**src/rtl/madnes_vram_pkg.sv**
```systemverilog
// Shared sprite VRAM definitions: field widths, the 128-bit sprite line
// type, the fetcher state encoding and a pixel-extraction helper.
package madnes_vram_pkg;

    localparam int SPRITE_ID_W  = 8;
    localparam int SPRITE_ROW_W = 4;
    localparam int PIX_W        = 8;
    localparam int LINE_PIXELS  = 16;

    typedef logic [LINE_PIXELS*PIX_W-1:0] sprite_line_t;

    typedef enum logic [1:0] {
        ST_IDLE  = 2'd0,
        ST_WAIT  = 2'd1,
        ST_SHIFT = 2'd2
    } fetch_state_t;

    // Pixel n of a line sits in byte n: even pixels in the low byte of each
    // 16-bit pair, odd pixels in the high byte.
    function automatic logic [PIX_W-1:0] line_pixel(input sprite_line_t line,
                                                     input logic [3:0]   idx);
        return line[idx*PIX_W +: PIX_W];
    endfunction

endpackage

```
**src/rtl/sprite_line_shifter.sv**
```systemverilog
// Line buffer plus 16-entry pixel serializer with ready/valid output.
// A load replaces the buffer and restarts at pixel 0 (or 15 when flipped).
module sprite_line_shifter
    import madnes_vram_pkg::*;
(
    input  logic             clk,
    input  logic             rst_n,
    input  logic             load,
    input  sprite_line_t     line,
    input  logic             hflip,
    input  logic             pix_ready,
    output logic             pix_valid,
    output logic [PIX_W-1:0] pix_data,
    output logic             pix_last,
    output logic             line_done
);

    localparam logic [3:0] LAST_IDX = 4'(LINE_PIXELS - 1);

    sprite_line_t line_q;
    logic         hflip_q;
    logic         valid_q;
    logic [3:0]   idx;
    logic [3:0]   pos;

    // Buffer load and one-pixel advance per output handshake
    always_ff @(posedge clk or negedge rst_n) begin
        if (!rst_n) begin
            line_q  <= '0;
            hflip_q <= 1'b0;
            valid_q <= 1'b0;
            idx     <= '0;
        end else if (load) begin
            line_q  <= line;
            hflip_q <= hflip;
            valid_q <= 1'b1;
            idx     <= '0;
        end else if (valid_q && pix_ready) begin
            if (idx == LAST_IDX) begin
                valid_q <= 1'b0;
            end
            idx <= idx + 4'd1;
        end
    end

    assign pos       = hflip_q ? (LAST_IDX - idx) : idx;
    assign pix_valid = valid_q;
    assign pix_data  = valid_q ? line_pixel(line_q, pos) : '0;
    assign pix_last  = valid_q && (idx == LAST_IDX);
    assign line_done = valid_q && pix_ready && (idx == LAST_IDX);

endmodule

```
**src/rtl/sprite_line_fetcher.sv**
```systemverilog
// Sprite line fetcher: accepts a (sprite, row, flip) request, reads one
// 128-bit line from sprite VRAM and streams it out as 16 pixels.
// Optional macro SPRITE_FETCH_PREFETCH_EN adds a spare line buffer so the
// next request can be fetched while the current line is still shifting.
//
// state    | meaning
// ST_IDLE  | no line in flight, request port open
// ST_WAIT  | address issued, counting down the VRAM read latency
// ST_SHIFT | line loaded, pixels streaming to the consumer
module sprite_line_fetcher
    import madnes_vram_pkg::*;
#(
    parameter int READ_LATENCY = 1
)(
    input  logic                                clk,
    input  logic                                rst_n,
    input  logic                                req_valid,
    output logic                                req_ready,
    input  logic [SPRITE_ID_W-1:0]              req_sprite,
    input  logic [SPRITE_ROW_W-1:0]             req_row,
    input  logic                                req_hflip,
    input  logic                                req_vflip,
    output logic [SPRITE_ID_W+SPRITE_ROW_W-1:0] vram_read_addr,
    input  sprite_line_t                        vram_read_data,
    output logic                                pix_valid,
    input  logic                                pix_ready,
    output logic [PIX_W-1:0]                    pix_data,
    output logic                                pix_last
);

    localparam logic [1:0]              LAT_LOAD = 2'(READ_LATENCY - 1);
    localparam logic [SPRITE_ROW_W-1:0] ROW_MAX  = '1;

    fetch_state_t state, state_nxt;
    logic         run_en;
    logic         fetch_busy;
    logic [1:0]   lat_cnt;
    logic         fetch_hflip;
    logic         accept;
    logic         fetch_done;
    logic         line_done;
    logic         ld_shift;
    logic         ld_hflip;
    sprite_line_t ld_line;

    assign accept     = req_valid && req_ready;
    assign fetch_done = fetch_busy && (lat_cnt == 2'd0);

`ifdef SPRITE_FETCH_PREFETCH_EN
    logic         spare_full;
    logic         spare_hflip;
    logic         spare_set;
    sprite_line_t spare_line;

    // Only one fetch may be in flight, and only into an empty spare buffer
    assign req_ready = run_en && ((state == ST_IDLE) ||
                                  ((state == ST_SHIFT) && !spare_full && !fetch_busy));
`else
    assign req_ready = run_en && (state == ST_IDLE);
`endif

    // Next-state decode and shifter load selection
    always_comb begin
        state_nxt = state;
        ld_shift  = 1'b0;
        ld_line   = vram_read_data;
        ld_hflip  = fetch_hflip;
`ifdef SPRITE_FETCH_PREFETCH_EN
        spare_set = 1'b0;
`endif
        case (state)
            ST_IDLE: begin
                if (accept) state_nxt = ST_WAIT;
            end
            ST_WAIT: begin
                if (fetch_done) begin
                    ld_shift  = 1'b1;
                    state_nxt = ST_SHIFT;
                end
            end
            ST_SHIFT: begin
`ifdef SPRITE_FETCH_PREFETCH_EN
                // Chain the next line into the shifter on the last handshake
                if (line_done) begin
                    if (spare_full) begin
                        ld_shift = 1'b1;
                        ld_line  = spare_line;
                        ld_hflip = spare_hflip;
                    end else if (fetch_done) begin
                        ld_shift = 1'b1;
                    end else if (fetch_busy || accept) begin
                        state_nxt = ST_WAIT;
                    end else begin
                        state_nxt = ST_IDLE;
                    end
                end else if (fetch_done) begin
                    spare_set = 1'b1;
                end
`else
                if (line_done) state_nxt = ST_IDLE;
`endif
            end
            default: state_nxt = ST_IDLE;
        endcase
    end

    // State register, request capture and read-latency down-counter
    always_ff @(posedge clk or negedge rst_n) begin
        if (!rst_n) begin
            state          <= ST_IDLE;
            run_en         <= 1'b0;
            fetch_busy     <= 1'b0;
            lat_cnt        <= '0;
            fetch_hflip    <= 1'b0;
            vram_read_addr <= '0;
        end else begin
            state  <= state_nxt;
            run_en <= 1'b1;
            if (accept) begin
                vram_read_addr <= {req_sprite, req_vflip ? (ROW_MAX - req_row) : req_row};
                fetch_hflip    <= req_hflip;
                fetch_busy     <= 1'b1;
                lat_cnt        <= LAT_LOAD;
            end else if (fetch_busy) begin
                if (lat_cnt == 2'd0) begin
                    fetch_busy <= 1'b0;
                end else begin
                    lat_cnt <= lat_cnt - 2'd1;
                end
            end
        end
    end

`ifdef SPRITE_FETCH_PREFETCH_EN
    // Spare line holds a prefetched read until the current line drains
    always_ff @(posedge clk or negedge rst_n) begin
        if (!rst_n) begin
            spare_full  <= 1'b0;
            spare_hflip <= 1'b0;
            spare_line  <= '0;
        end else if (spare_set) begin
            spare_full  <= 1'b1;
            spare_hflip <= fetch_hflip;
            spare_line  <= vram_read_data;
        end else if (ld_shift && spare_full) begin
            spare_full <= 1'b0;
        end
    end
`endif

    sprite_line_shifter u_shifter (
        .clk       (clk),
        .rst_n     (rst_n),
        .load      (ld_shift),
        .line      (ld_line),
        .hflip     (ld_hflip),
        .pix_ready (pix_ready),
        .pix_valid (pix_valid),
        .pix_data  (pix_data),
        .pix_last  (pix_last),
        .line_done (line_done)
    );

endmodule
```
**config.mk**
```make
export PLATFORM = sky130hd
export DESIGN_NAME = sprite_line_fetcher
export DESIGN_NICKNAME = d
export VERILOG_FILES = /design/src/rtl/madnes_vram_pkg.sv /design/src/rtl/sprite_line_shifter.sv /design/src/rtl/sprite_line_fetcher.sv
export SDC_FILE = /design/constraint.sdc
export NUM_CORES = 1
export LEC_CHECK = 0
export ABC_AREA = 1
export ABC_CLOCK_PERIOD_IN_PS = 4000
export BUFFER_PORTS_ARGS = -buffer_cell sky130_fd_sc_hd__buf_2
export CAP_MARGIN = 20
export CORE_MARGIN = 3
export CORE_UTILIZATION = 58
export CTS_CLUSTER_DIAMETER = 100
export DETAILED_ROUTE_END_ITERATION = 16
export HOLD_SLACK_MARGIN = 0.08
export MAX_ROUTING_LAYER = met4
export PLACE_DENSITY_LB_ADDON = 0.05
export SKIP_LAST_GASP = 1
export SYNTH_ARGS = -nofsm -noshare
export SYNTH_HDL_FRONTEND = slang
export SYNTH_SLANG_ARGS = --single-unit
```
**constraint.sdc**
```tcl
create_clock -name clk -period 4 [get_ports clk]
set_clock_uncertainty 0.2 [all_clocks]
set_input_delay 0.4 -clock clk [delete_from_list [all_inputs] [get_ports clk]]
set_output_delay 0.4 -clock clk [all_outputs]
set_load 0.03 [all_outputs]
```
# == Word-level counts from Yosys, hierarchy flattened ==
# Cells that the tools add are included.
# word_totals
memories,0
romBits,0
reg_bits,153
output_inout_bits,23
elab_cells,56
mem_bits_rw,0
input_bits,146
latchBits,0
# op_classes
n_div,0
n_mux,20
mul,0
n_reduce_logical,14
magnitude_cmp,0
addsub,4
shifts,1
bitwise,0
n_eq_ne,7
# ops
operator,n
variable part select 128 x 8 -> 8 bit,1
2-to-1 mux 4 bit,4
2-to-1 mux 2 bit,6
2-to-1 mux 1 bit,8
2-to-1 mux 8 bit,1
!= test 2 bit (second input constant),4
subtractor 4 bit (first input constant),2
logical AND 1 bit,6
case mux 2 bit (3 select lines),1
nonzero test 2 bit,3
adder 4 x 1 -> 4 bit (second input constant),1
equality test 4 bit (second input constant),1
zero test 2 bit,2
AND reduction 2 bit,2
AND reduction 3 bit,1
equality test 2 x 1 -> 1 bit (second input constant),1
equality test 2 bit (second input constant),1
subtractor 2 x 1 -> 2 bit (second input constant),1

# == Logic depth before layout (Yosys ltp) ==
# Gate-level depths: netlist of the first run.
# depth
depth_word,6
mapped_depth,12
mapped_depth_nobuf,9

# == Cells and area by module ==
# A second synthesis of the first run with hierarchy kept.
# unflattened
hier_cells,992
area_unflattened_um2,7400.8
# modules_own_cells
module,instances,cells_each,seq_area_each_um2,area_each_um2
sprite_line_shifter,1,882,3353.2,6502.5
sprite_line_fetcher,1,110,475.5,898.4

# == Worst setup path before layout of the first run ==
# OpenSTA, ideal clock, no wires.
# synth_timing
kind,flip-flop to output port
start,register u_shifter.hflip_q
end,output pix_data[5]
required_ns,3.400
setup_slack_ns,1.745
n_path_buf,2
path_stages_with_launch,12
arrival_time_ns,1.655
path_cell_list,dfrtp_1 -> buf_6 -> inv_2 -> nand2_2 -> nand2_2 -> buf_2 -> nand2_1 -> nand3_1 -> nand2_1 -> nor2_1 -> nor2_1 -> nor2_1
# synth_via
elab_chain_cells,3
# synth_lines
item,line,rtl
start: declaration,sprite_line_shifter.sv:21,logic hflip_q;
start signal: assignment,sprite_line_shifter.sv:35,hflip_q <= hflip;
2-to-1 mux 4 bit,sprite_line_shifter.sv:46,assign pos = hflip_q ? (LAST_IDX - idx) : idx;
variable part select 128 x 8 -> 8 bit,madnes_vram_pkg.sv:22,return line[idx*PIX_W +: PIX_W];
2-to-1 mux 8 bit,sprite_line_shifter.sv:48,"assign pix_data = valid_q ? line_pixel(line_q, pos) : '0;"
end: declaration,sprite_line_fetcher.sv:27,"output logic [PIX_W-1:0] pix_data,"
# No other way between the ends.

# == Final worst setup path of the first run ==
# layout_timing
start,register u_shifter.hflip_q
end,output pix_data[0]
# Same word-level chain as after synthesis.

==> results of run 1 <==
[layer usage]
metal / part of all wire / up-vias / GRT usage
li1: - / 3593 / -
met1: 0.40 / 3596 / 0.452
met2: 0.49 / 377 / 0.575
met3: 0.074 / 77 / 0.0836
met4: 0.036 / 0 / 0.141
met5: 0 / - / -
[cells by family (layout without fill, tap and decap cells)]
logic type	count (synthesis)	count (layout)	share of synthesized area
AOI/OAI and AO/OA	15	15	0.0103
xor gates and xnor gates	7	7	0.0105
adders and majority gates	2	2	0.00344
buffers and inverters	73	365	0.0492
DFF	153	153	0.526
other	1	1	0.000516
and+or+nand+nor	726	726	0.400
[cell usage in the layout, fill, tap and decap left out, drive strengths merged]
cell type	n
dlygate4sd3	141
nor2	40
conb	1
clkbuf	23
a21oi	3
nand2	562
nand3	123
ha	2
inv	18
xor2	1
o21ai	12
nor3b	1
buf	174
clkinv	6
xnor2	6
clkinvlp	3
dfrtp	153
[report_power, final]
group	internal, µW	total, µW	switching, µW
clock network	829	1470	642
registers	2310	2890	582
logic	1340	4030	2690
[worst reg2reg max path, cell delays in order, from the launching register on]
cell and delay (ns):
dfrtp_1 0.35, inv_1 0.09, ha_1 0.25, nand3_4 0.45, clkinv_2 0.74, buf_4 0.56
nand2_1 0.18, nand2_1 0.09
[state kept, by name, indices dropped and copies added (netlist names), 2 cells and up]
register / flops
lat_cnt: 2
state: 2
u_shifter.idx: 4
u_shifter.line_q: 128
vram_read_addr: 12
[worst min-delay path by stage]
stage	slack [ns]	start	depth (start not counted)	endpoint
final	0.12	req_row[0]	3	vram_read_addr[0]
after global routing	0.13	req_row[0]	3	vram_read_addr[0]
after CTS	0.12	req_row[0]	3	vram_read_addr[0]
after detailed placement	0.25	rst_n	1	u_shifter.line_q[51]
after global placement	0.26	rst_n	1	u_shifter.line_q[57]
after floorplan	-0.1	rst_n	0	fetch_busy
[area by class of cell]
cell class	instances	area (µm²)	area share
Sequential cell	153	3830	0.381
Multi-Input combinational cell	751	3100	0.308
Clock buffer	23	468	0.0465
Inverter	18	68.8	0.00684
Clock inverter	9	67.6	0.00672
Timing Repair Buffer	315	2320	0.230
Tap cell	168	210	0.0209
[cell usage after synthesis, types with 2 or more instances]
library cell	number	share of area
ha_1	2	0.0034
xnor2_2	2	0.0045
a21oi_1	3	0.0021
buf_2	31	0.021
o21ai_0	12	0.0083
dfrtp_1	153	0.53
inv_1	13	0.0067
buf_6	6	0.0093
clkbuf_1	17	0.0088
inv_2	4	0.0021
xnor2_1	4	0.0048
nand2_4	2	0.0031
nor2_1	40	0.021
nand3_1	123	0.085
nand2_1	556	0.29
nand2_2	4	0.0034
[metrics by stage]
step,cells,utilization,hold slack [ns]
CTS,1437,0.831,0.116
global placement,1264,0.670,0.256
global route,1437,0.831,0.133
finish,1437,0.831,0.121
detailed placement,1264,0.670,0.253
floorplan,977,-,-0.0956
[timing repair]
action	in CTS	in global routing
resized for setup	0	0
endpoints found under the hold margin	212	0
hold buffers	141	0
==> summary.md, run 1 <==
| Metric | Value |
|---|---|
| Post-route cell area | `10100 µm²` |
| WL final | `23600 µm` |
| DR pass1 iterations | `6` |
| Static Leak | `between 0.005 and 0.006 µW` |
| Outcome | `finished, final reports clean` |
| Vias in the first global route | `~7700` |
| Number of setup buffers added after CTS | `0` |
| Die Area | `13900 µm²` |
| Ant diodes | `0` |
| Ports | `169` |
| DP HPWL | `13000 µm` |
| Slew @ Worst Pin | `around 0.92 ns` |
| Post-route ant nets | `0` |
| CP required | `3.40 ns` |
| Clock slew at reported path FFs | `0.06 ns` |
| Worst R2R End | `u_shifter.line_q[33]` |
| Syn-to-layout area delta | `38.3%` |
| Library cells used by synthesis | `21` |
| Die span in x | `118 µm` |
| CP Max Fanout | `42` |
| Final hold viol count | `0` |
| Worst-path cell chain | `nand2_4, nand2_2, buf_4, nand2_1, nand3_1, nand3_1, nand3_1, nand2_1, nor2_1, buf_2` |
| TritonCTS clock tree | `done` |
| Drt drc | `0` |
| Vias per cell | `5.32` |
| Worst setup SP type | `flip-flop` |
| First-pass GRT wire length | `39000 µm` |
| Fmax | `around 280 MHz` |
| Total power | `8400 µW` |
| Critical path class | `reg2out` |
| GRT Util Overall | `0.361` |
| Min Tclk post-route | `~3.6 ns` |
| Clk buf depth | `2` |
| Slew Limit Headroom | `0.383` |
| Fin nets | `1404` |
| Post-synthesis sequential area ratio | `0.526` |
| Final Max Slew Viols | `0` |
| Crit path capture type | `primary output` |
| # Max-Cap Violations | `0` |
| Gr ovfl total | `0` |
| Setup TNS | `0 ns` |
| CP most frequent cell | `nand3_1` |
| Vias | `7643` |
| Initial antenna violation count | `0` |
| Synth Register Bits | `153` |
| Slowest CP cell | `dfrtp_1` |
| Cell Area, Placed | `8110 µm²` |
| Syn Nets | `about 1100` |
| Levels on crit path | `10` |
| Cell Rows | `40` |
| IO Port Bufs | `168` |
| Layout cells sized above 1 | `0.170` |
| Pwr Density | `835 nW/µm²` |
| VDD IR max | `approximately 480 µV` |
| Asr flop ratio synth | `1.00` |
| Primary FF master, synth | `dfrtp_1` |
| R2r startpoint | `lat_cnt[0]` |
| Setup violators final | `0` |
| Crit path max-delay family | `simple AND/OR/NAND/NOR gates` |
| Number of synthesized flops with an enable pin | `0` |
| Critical Path Start | `u_shifter.hflip_q` |
| Clock latency on the worst-skew pair | `approximately 0.42 ns` |
| Worst path bufs/invs | `2` |
| CTS Buf Count | `17` |
| Mapped Cells | `roughly 1000` |
| Clock Root Buffer | `clkbuf_16` |
| Iteration-0 DRC Markers | `919` |
| Cell Area, Synth | `7270 µm²` |
| R2R Setup Slk | `1.02 ns` |
| Final worst slack | `around 0.43 ns` |
| Fill count | `759` |
| Reg2Reg Depth | `7` |
| Initial Utilization | `0.601` |
| Synth warn | `0` |
| HP Class | `in2reg` |
| Dpl ws | `approximately 0.95 ns` |
| Crit share post-route | `0.893` |
| Pin count of the biggest net entering global routing | `a little under 90` |
| RSZ-0062 raised after global routing | `no` |
| Global placer's final weighted congestion | `between 0.8 and 0.9` |
| Die height | `118 µm` |
| CP Data Arrival Time | `2.97 ns` |
| H-tree level count | `4` |
| Max incr delay on CP | `0.60 ns` |
| Core box area | `approximately 12000 µm²` |
| Sink Count | `153` |
| Wire per inst | `16.4 µm` |
| Syn_area_per_cell | `7.45 µm²` |
| Critical Path End | `pix_data[0]` |
No activity file was read; power rests on OpenSTA's default activity.
==> inputs of run 2 (changes only) <==
--- a/config.mk
+++ b/config.mk
@@ -6,16 +6,16 @@
 export NUM_CORES = 1
 export LEC_CHECK = 0
 export ABC_AREA = 1
-export ABC_CLOCK_PERIOD_IN_PS = 4000
+export ABC_CLOCK_PERIOD_IN_PS = 3500
 export BUFFER_PORTS_ARGS = -buffer_cell sky130_fd_sc_hd__buf_2
 export CAP_MARGIN = 20
 export CORE_MARGIN = 3
-export CORE_UTILIZATION = 58
+export CORE_UTILIZATION = 54
 export CTS_CLUSTER_DIAMETER = 100
 export DETAILED_ROUTE_END_ITERATION = 16
 export HOLD_SLACK_MARGIN = 0.08
 export MAX_ROUTING_LAYER = met4
-export PLACE_DENSITY_LB_ADDON = 0.05
+export PLACE_DENSITY = 0.89
 export SKIP_LAST_GASP = 1
 export SYNTH_ARGS = -nofsm -noshare
 export SYNTH_HDL_FRONTEND = slang
==> constraint.sdc (replaced) <==
create_clock -name clk -period 3.5 [get_ports clk]
set_clock_uncertainty 0.2 [all_clocks]
set_input_delay 0.35 -clock clk [delete_from_list [all_inputs] [get_ports clk]]
set_output_delay 0.35 -clock clk [all_outputs]
set_load 0.03 [all_outputs]
==> summary.md, run 2 (synthesized netlist as in run 1, its figures left out) <==
| Metric | Value |
|---|---|
| Outcome | `finished, final reports clean` |
| DR pass1 iterations | `7 (+1)` |
| Clock slew at reported path FFs | `0.06 ns (about the same)` |
| Core box area | `12900 µm² (+6.3%)` |
| RSZ-0062 raised after global routing | `no` |
| Setup TNS | `0 ns (unchanged)` |
| Total power | `9980 µW (+19%)` |
| VDD IR max | `564 µV (+17%)` |
| CP Data Arrival Time | `2.70 ns (-0.27 ns)` |
| Critical path class | `reg2out` |
| Syn-to-layout area delta | `40.2%` |
| TritonCTS clock tree | `done` |
| Commonest non-fill, non-tap cell in the layout | `nand2_1` |
| Die span in x | `122 µm (+3.5%)` |
| Initial antenna violation count | `1 (+1)` |
| First-pass GRT wire length | `40300 µm (+3.5%)` |
| Layout cells sized above 1 | `0.174 (+0.00390)` |
| Initial Utilization | `0.565 (-0.0357)` |
| CP Max Fanout | `24 (-43%)` |
| Max incr delay on CP | `0.52 ns (-0.08 ns)` |
| Wire per inst | `17.2 µm (+5.0%)` |
| Final Instance Count excl. Fillers | `1449 (+0.84%)` |
| Die height | `122 µm (+3.5%)` |
| Top flop regs | `u_shifter.line_q: 128 flops, vram_read_addr: 12 flops, u_shifter.idx: 4 flops` |
| Vias | `7888 (+3.2%)` |
| Worst setup SP type | `flip-flop` |
| Crit path capture type | `primary output` |
| Clock latency on the worst-skew pair | `0.43 ns (about the same)` |
| WHS | `0.106 ns (-0.0156 ns)` |
| Slew Limit Headroom | `0.444 (+0.0607)` |
| CTS Buf Count | `17 (unchanged)` |
| Sink Count | `153 (unchanged)` |
| Final Max Slew Viols | `0 (unchanged)` |
| Worst-path cell chain | `inv_2, nand2_1, nand2_1, inv_2, nand3_1, nand3_1, nand3_1, nand2_1, nor2_1, buf_2` |
| Post-cts resize count | `0 (unchanged)` |
| Cell Rows | `41 (+2.5%)` |
| Drt drc | `0 (unchanged)` |
| Clock Root Buffer | `clkbuf_16` |
| Reg with most FFs | `u_shifter.line_q` |
| Placed cells | `1272 (+0.63%)` |
| Number of setup buffers added after CTS | `0 (unchanged)` |
| DP HPWL | `13700 µm (+5.1%)` |
| Max reg flops | `128 (unchanged)` |
| Slew @ Worst Pin | `0.834 ns (-0.0865 ns)` |
| Fin nets | `1410 (+0.43%)` |
| Gr ovfl total | `0 (unchanged)` |
| HP Class | `in2reg` |
| Slowest CP cell | `dfrtp_1` |
| Pwr Density | `978 nW/µm² (+17%)` |
| Crit path max-delay family | `simple AND/OR/NAND/NOR gates` |
| Crit share post-route | `0.929` |
| Clk buf depth | `2 (unchanged)` |
| CP required | `2.95 ns (-0.45 ns)` |
| Global placer's final weighted congestion | `0.962 (+7.1%)` |
| Static Leak | `0.00546 µW (+1.2%)` |
| Fill count | `777 (+2.4%)` |
| Most frequent cells in the layout | `nand2_1 (556), buf_2 (167), dfrtp_1 (153)` |
| Post-route ant nets | `0 (unchanged)` |
| Iteration-0 DRC Markers | `1158 (+26%)` |
| Fmax | `307 MHz` |
| WL final | `24900 µm (+5.9%)` |
| Worst path bufs/invs | `3 (+1)` |
| # Max-Cap Violations | `0 (unchanged)` |
| Post-route cell area | `10200 µm² (+1.4%)` |
| Vias per cell | `5.44 (+2.4%)` |
| Cell Area, Placed | `8170 µm² (+0.74%)` |
| Setup violators final | `0 (unchanged)` |
| GRT Util Overall | `0.362 (+0.00104)` |
| Final hold viol count | `0 (unchanged)` |
| Ports | `169 (unchanged)` |
| Pin count of the biggest net entering global routing | `92 (+3.4%)` |
| Die Area | `14900 µm² (+7.0%)` |
| Min Tclk post-route | `3.25 ns` |
| H-tree level count | `4 (unchanged)` |
| Vias in the first global route | `8138 (+6.1%)` |
| IO Port Bufs | `168 (unchanged)` |
run 2: cell types whose count changed in the layout (fill, tap and decap cells not counted), sizes merged:
cell         delta
dlygate4sd3     +2
diode           +2
clkbuf          -1
bufinv          +2
clkinvlp        -1
buf             +4
run 2: through the flow:
step            util  setup WS [ns]
2_1_floorplan      -           1.30
3_3_place_gp   0.635          0.841
3_5_place_dp   0.635          0.749
4_1_cts        0.792          0.293
5_1_grt        0.792         0.0163
6_report       0.792          0.247
run 2: path summary, 6_finish.rpt:
kind                                  startpoint                     to  slack (ns)  depth (start not counted)
setup / recovery               u_shifter.hflip_q            pix_data[3]        0.25                         10
hold / removal                         req_vflip      vram_read_addr[3]        0.11                          3
hold reg to reg            u_shifter.line_q[116]  u_shifter.line_q[116]        0.28                          2
max in group asynchronous                  rst_n  u_shifter.line_q[109]        1.77                          3
setup reg to reg                      lat_cnt[0]       u_shifter.idx[3]        0.90                          7
min in group asynchronous                  rst_n   u_shifter.line_q[30]        0.37                          2
run 2: power breakdown:
| part | leakage [µW] | switching, µW | internal [µW] |
|---|---|---|---|
| registers | 0.00185 | 671 | 2640 |
| clock network | 0.000287 | 742 | 1110 |
| logic | 0.00332 | 3190 | 1620 |
| total | 0.00546 | 4610 | 5370 |
run 2: worst reg2reg max path, delay by kind of cell, from the launching register on:
kind | cells | cell delay (ns)
buf+inv | 3 | 1.27
simple gates | 1 | 0.11
compound gates | 2 | 0.37
fa+ha+maj | 1 | 0.25
flops | 1 | 0.32
run 2: area by class of cell:
type	count	area, µm²	area share
sequential	153	3830	0.375
multi-input combinational	751	3100	0.304
timing repair buffer	321	2390	0.234
clock buffer	22	474	0.0465
tap	172	215	0.0211
clock inverter	10	116	0.0114
inverter	18	68.8	0.00675
antenna	2	5.00	0.000491
run 2: metal layers:
| metal | wire length [µm] | global-route usage |
|---|---|---|
| met1 | 9290 | 0.426 |
| met2 | 12100 | 0.583 |
| met3 | 2330 | 0.0868 |
| met4 | 1200 | 0.188 |
| met5 | 0 | - |
run 2: what timing repair did:
action,4_1_cts,5_1_grt
endpoints found under the setup margin,0,0
hold buffers,143,0
endpoints found under the hold margin,231,0
==> inputs of run 3 (changes only) <==
--- a/config.mk
+++ b/config.mk
@@ -13,6 +13,7 @@
 export CORE_UTILIZATION = 54
 export CTS_CLUSTER_DIAMETER = 100
 export DETAILED_ROUTE_END_ITERATION = 16
+export GPL_TIMING_DRIVEN = 0
 export HOLD_SLACK_MARGIN = 0.08
 export MAX_ROUTING_LAYER = met4
 export PLACE_DENSITY = 0.89
==> summary.md, run 3 (synthesized netlist as in run 1, its figures left out) <==
| Metric | Value |
|---|---|
| Outcome | `finished, final reports clean` |
| Critical path class | `reg2out` |
| Clock slew at reported path FFs | `0.06 ns (about the same)` |
| Commonest non-fill, non-tap cell in the layout | `nand2_1` |
| Worst R2R End | `u_shifter.line_q[36]` |
| Most frequent cells in the layout | `nand2_1 (556), buf_2 (197), dfrtp_1 (153)` |
| Clock latency on the worst-skew pair | `0.44 ns (about the same)` |
| Reg with most FFs | `u_shifter.line_q` |
| Worst path bufs/invs | `4 (+1)` |
| DP HPWL | `14600 µm (+6.4%)` |
| Pwr Density | `996 nW/µm² (+1.8%)` |
| First-pass GRT wire length | `41600 µm (+3.2%)` |
| VDD IR max | `652 µV (+16%)` |
| Number of setup buffers added after CTS | `0 (unchanged)` |
| CP required | `2.95 ns (about the same)` |
| Pin count of the biggest net entering global routing | `84 (-8.7%)` |
| # Max-Cap Violations | `0 (unchanged)` |
| Syn-to-layout area delta | `43.3%` |
| Post-cts resize count | `0 (unchanged)` |
| R2R Setup Slk | `1.04 ns (+0.14 ns)` |
| Worst setup SP type | `flip-flop` |
| Cell Rows | `41 (unchanged)` |
| Slowest CP cell | `dfrtp_1` |
| RSZ-0062 raised after global routing | `no` |
| Fill count | `746 (-4.0%)` |
| Flop pwr share | `0.313 (-0.019)` |
| H-tree level count | `4 (unchanged)` |
| GR Util met1 | `0.441 (+0.0149)` |
| Die height | `122 µm (unchanged)` |
| Layout cells sized above 1 | `0.187 (+0.0130)` |
| Core box area | `12900 µm² (unchanged)` |
| Vias per cell | `5.45 (about the same)` |
| Top flop regs | `u_shifter.line_q: 128 flops, vram_read_addr: 12 flops, u_shifter.idx: 4 flops` |
| IO Port Bufs | `167 (-0.60%)` |
| Static Leak | `0.00563 µW (+3.0%)` |
| Hold wc startpoint | `req_vflip` |
| Crit share post-route | `0.862 (-0.0671)` |
| CTS Buf Count | `17 (unchanged)` |
| Vias in the first global route | `8258 (+1.5%)` |
| Die span in x | `122 µm (unchanged)` |
| Fin nets | `1455 (+3.2%)` |
| Cell Area, Placed | `8360 µm² (+2.3%)` |
| Die Area | `14900 µm² (unchanged)` |
| Gr ovfl total | `0 (unchanged)` |
| Post-route ant nets | `0 (unchanged)` |
| Pint | `5590 µW (+4.1%)` |
| Clock Root Buffer | `clkbuf_16` |
| Crit path max-delay family | `simple AND/OR/NAND/NOR gates` |
| Max incr delay on CP | `0.37 ns (-0.15 ns)` |
| Wire per inst | `17.6 µm (+2.4%)` |
| CP Max Fanout | `10 (-58%)` |
| Ports | `169 (unchanged)` |
| WL final | `26300 µm (+5.4%)` |
| Max reg flops | `128 (unchanged)` |
| Setup violators final | `0 (unchanged)` |
| GRT busiest layer | `met2` |
| Clk buf depth | `2 (unchanged)` |
| GRT Util Overall | `0.379 (+0.0162)` |
| Global Route met3 Usage | `0.0868 (unchanged)` |
| Slew Limit Headroom | `0.568 (+0.124)` |
| Vias | `8126 (+3.0%)` |
| Sink Count | `153 (unchanged)` |
| HP Class | `in2reg` |
| Clock power share | `0.194 (+0.008)` |
| Final Instance Count excl. Fillers | `1492 (+3.0%)` |
| Ant diodes | `0 (-2)` |
| Final Max Slew Viols | `0 (unchanged)` |
| Hold depth | `3 (unchanged)` |
| Iteration-0 DRC Markers | `988 (-15%)` |
| Placed cells | `1317 (+3.5%)` |
| Global placer's final weighted congestion | `0.950 (-1.2%)` |
| WHS Endpoint | `vram_read_addr[1]` |
| GRT met2 Usage | `0.624 (+0.0411)` |
| Combinational cell fraction of total power | `0.493 (+0.011)` |
| Drt drc | `0 (unchanged)` |
| DR pass1 iterations | `6 (-1)` |
| Initial antenna violation count | `0 (-1)` |
| TritonCTS clock tree | `done` |
| Min Tclk post-route | `3.02 ns (-0.235 ns)` |
| P_sw | `4790 µW (+4.0%)` |
| Initial Utilization | `0.565 (unchanged)` |
| CP Data Arrival Time | `2.47 ns (-0.23 ns)` |
| Fmax | `331 MHz (+7.8%)` |
| R2r startpoint | `lat_cnt[0]` |
| Crit path capture type | `primary output` |
| Reg2Reg Depth | `7 (unchanged)` |
| Slew @ Worst Pin | `0.649 ns (-0.186 ns)` |
| Switching share of power | `0.461 (about the same)` |
| Post-route cell area | `10400 µm² (+2.2%)` |
| Worst-path cell chain | `buf_6, inv_2, nand2_2, nand2_2, buf_2, nand2_1, nand3_1, nand3_1, nand2_1, nor2_1, nor2_1, buf_2` |
| Final hold viol count | `0 (unchanged)` |
| Critical Path Start | `u_shifter.hflip_q` |
run 3: changes by cell type in the layout (fill, tap and decap cells not counted), moves of 3 or more:
cell	before	now
buf_2	167	197
clkbuf_1	2	19
buf_4	7	0
buf_6	1	7
clkinv_2	4	0
buf_12	3	0
clkinv_4	1	4
run 3: worst min-delay path: stages:
cell,delay (ns)
buf_1,0.15
xnor2_1,0.17
o21ai_0,0.07
run 3: layout make-up:
type / instances / area [µm²] / share of cell area
flip-flops and latches: 153 / 3830 / 0.367
multi-input cells: 751 / 3090 / 0.296
plain buffers: 55 / 290 / 0.0278
repair buffers: 311 / 2300 / 0.221
clock inverters: 12 / 189 / 0.0181
well taps: 172 / 215 / 0.0206
clock buffers: 20 / 447 / 0.0428
inverters: 18 / 67.6 / 0.00648
run 3: metrics by stage:
step           TNS [ns]  worst slack (ns)  hold WS [ns]  power [µW]  utilization
6_report              0             0.482         0.144       10400        0.810
5_1_grt               0             0.336         0.172       11000        0.810
4_1_cts               0             0.589         0.135       10000        0.810
3_5_place_dp          0              1.04         0.198        7870        0.649
3_3_place_gp     -36.94            -0.251         0.261        7730        0.647
2_1_floorplan         0              1.30        -0.146        6470            -
run 3: how the worst max path moves through the flow:
stage	slack, ns	cells after the start	end
after floorplan	1.30	11	pix_data[5]
after global placement	-0.25	1	u_shifter.line_q[72]
after detailed placement	1.04	12	pix_data[6]
after CTS	0.59	12	pix_data[6]
after global routing	0.34	12	pix_data[7]
final	0.48	12	pix_data[5]
run 3: power groups by stage:
stage	Combinational (µW)	Sequential [µW]	Clock (µW)
detailed placement	4700	3170	0
global route	5590	3310	2090
CTS	4860	3180	1990
finish	5120	3250	2010
global placement	4570	3170	0
floorplan	3300	3160	0
run 3: metal layers:
metal	vias up	share of wire	wire, µm
met5	-	0	0
met4	0	0.048	1260
met3	135	0.088	2300
met2	565	0.49	12900
met1	3734	0.37	9850
li1	3692	-	-
run 3: what timing repair did:
item | 4_1_cts | 5_1_grt
hold buffers | 143 | 0
hold endpoints to repair | 212 | 0
setup endpoints to repair | 0 | 0
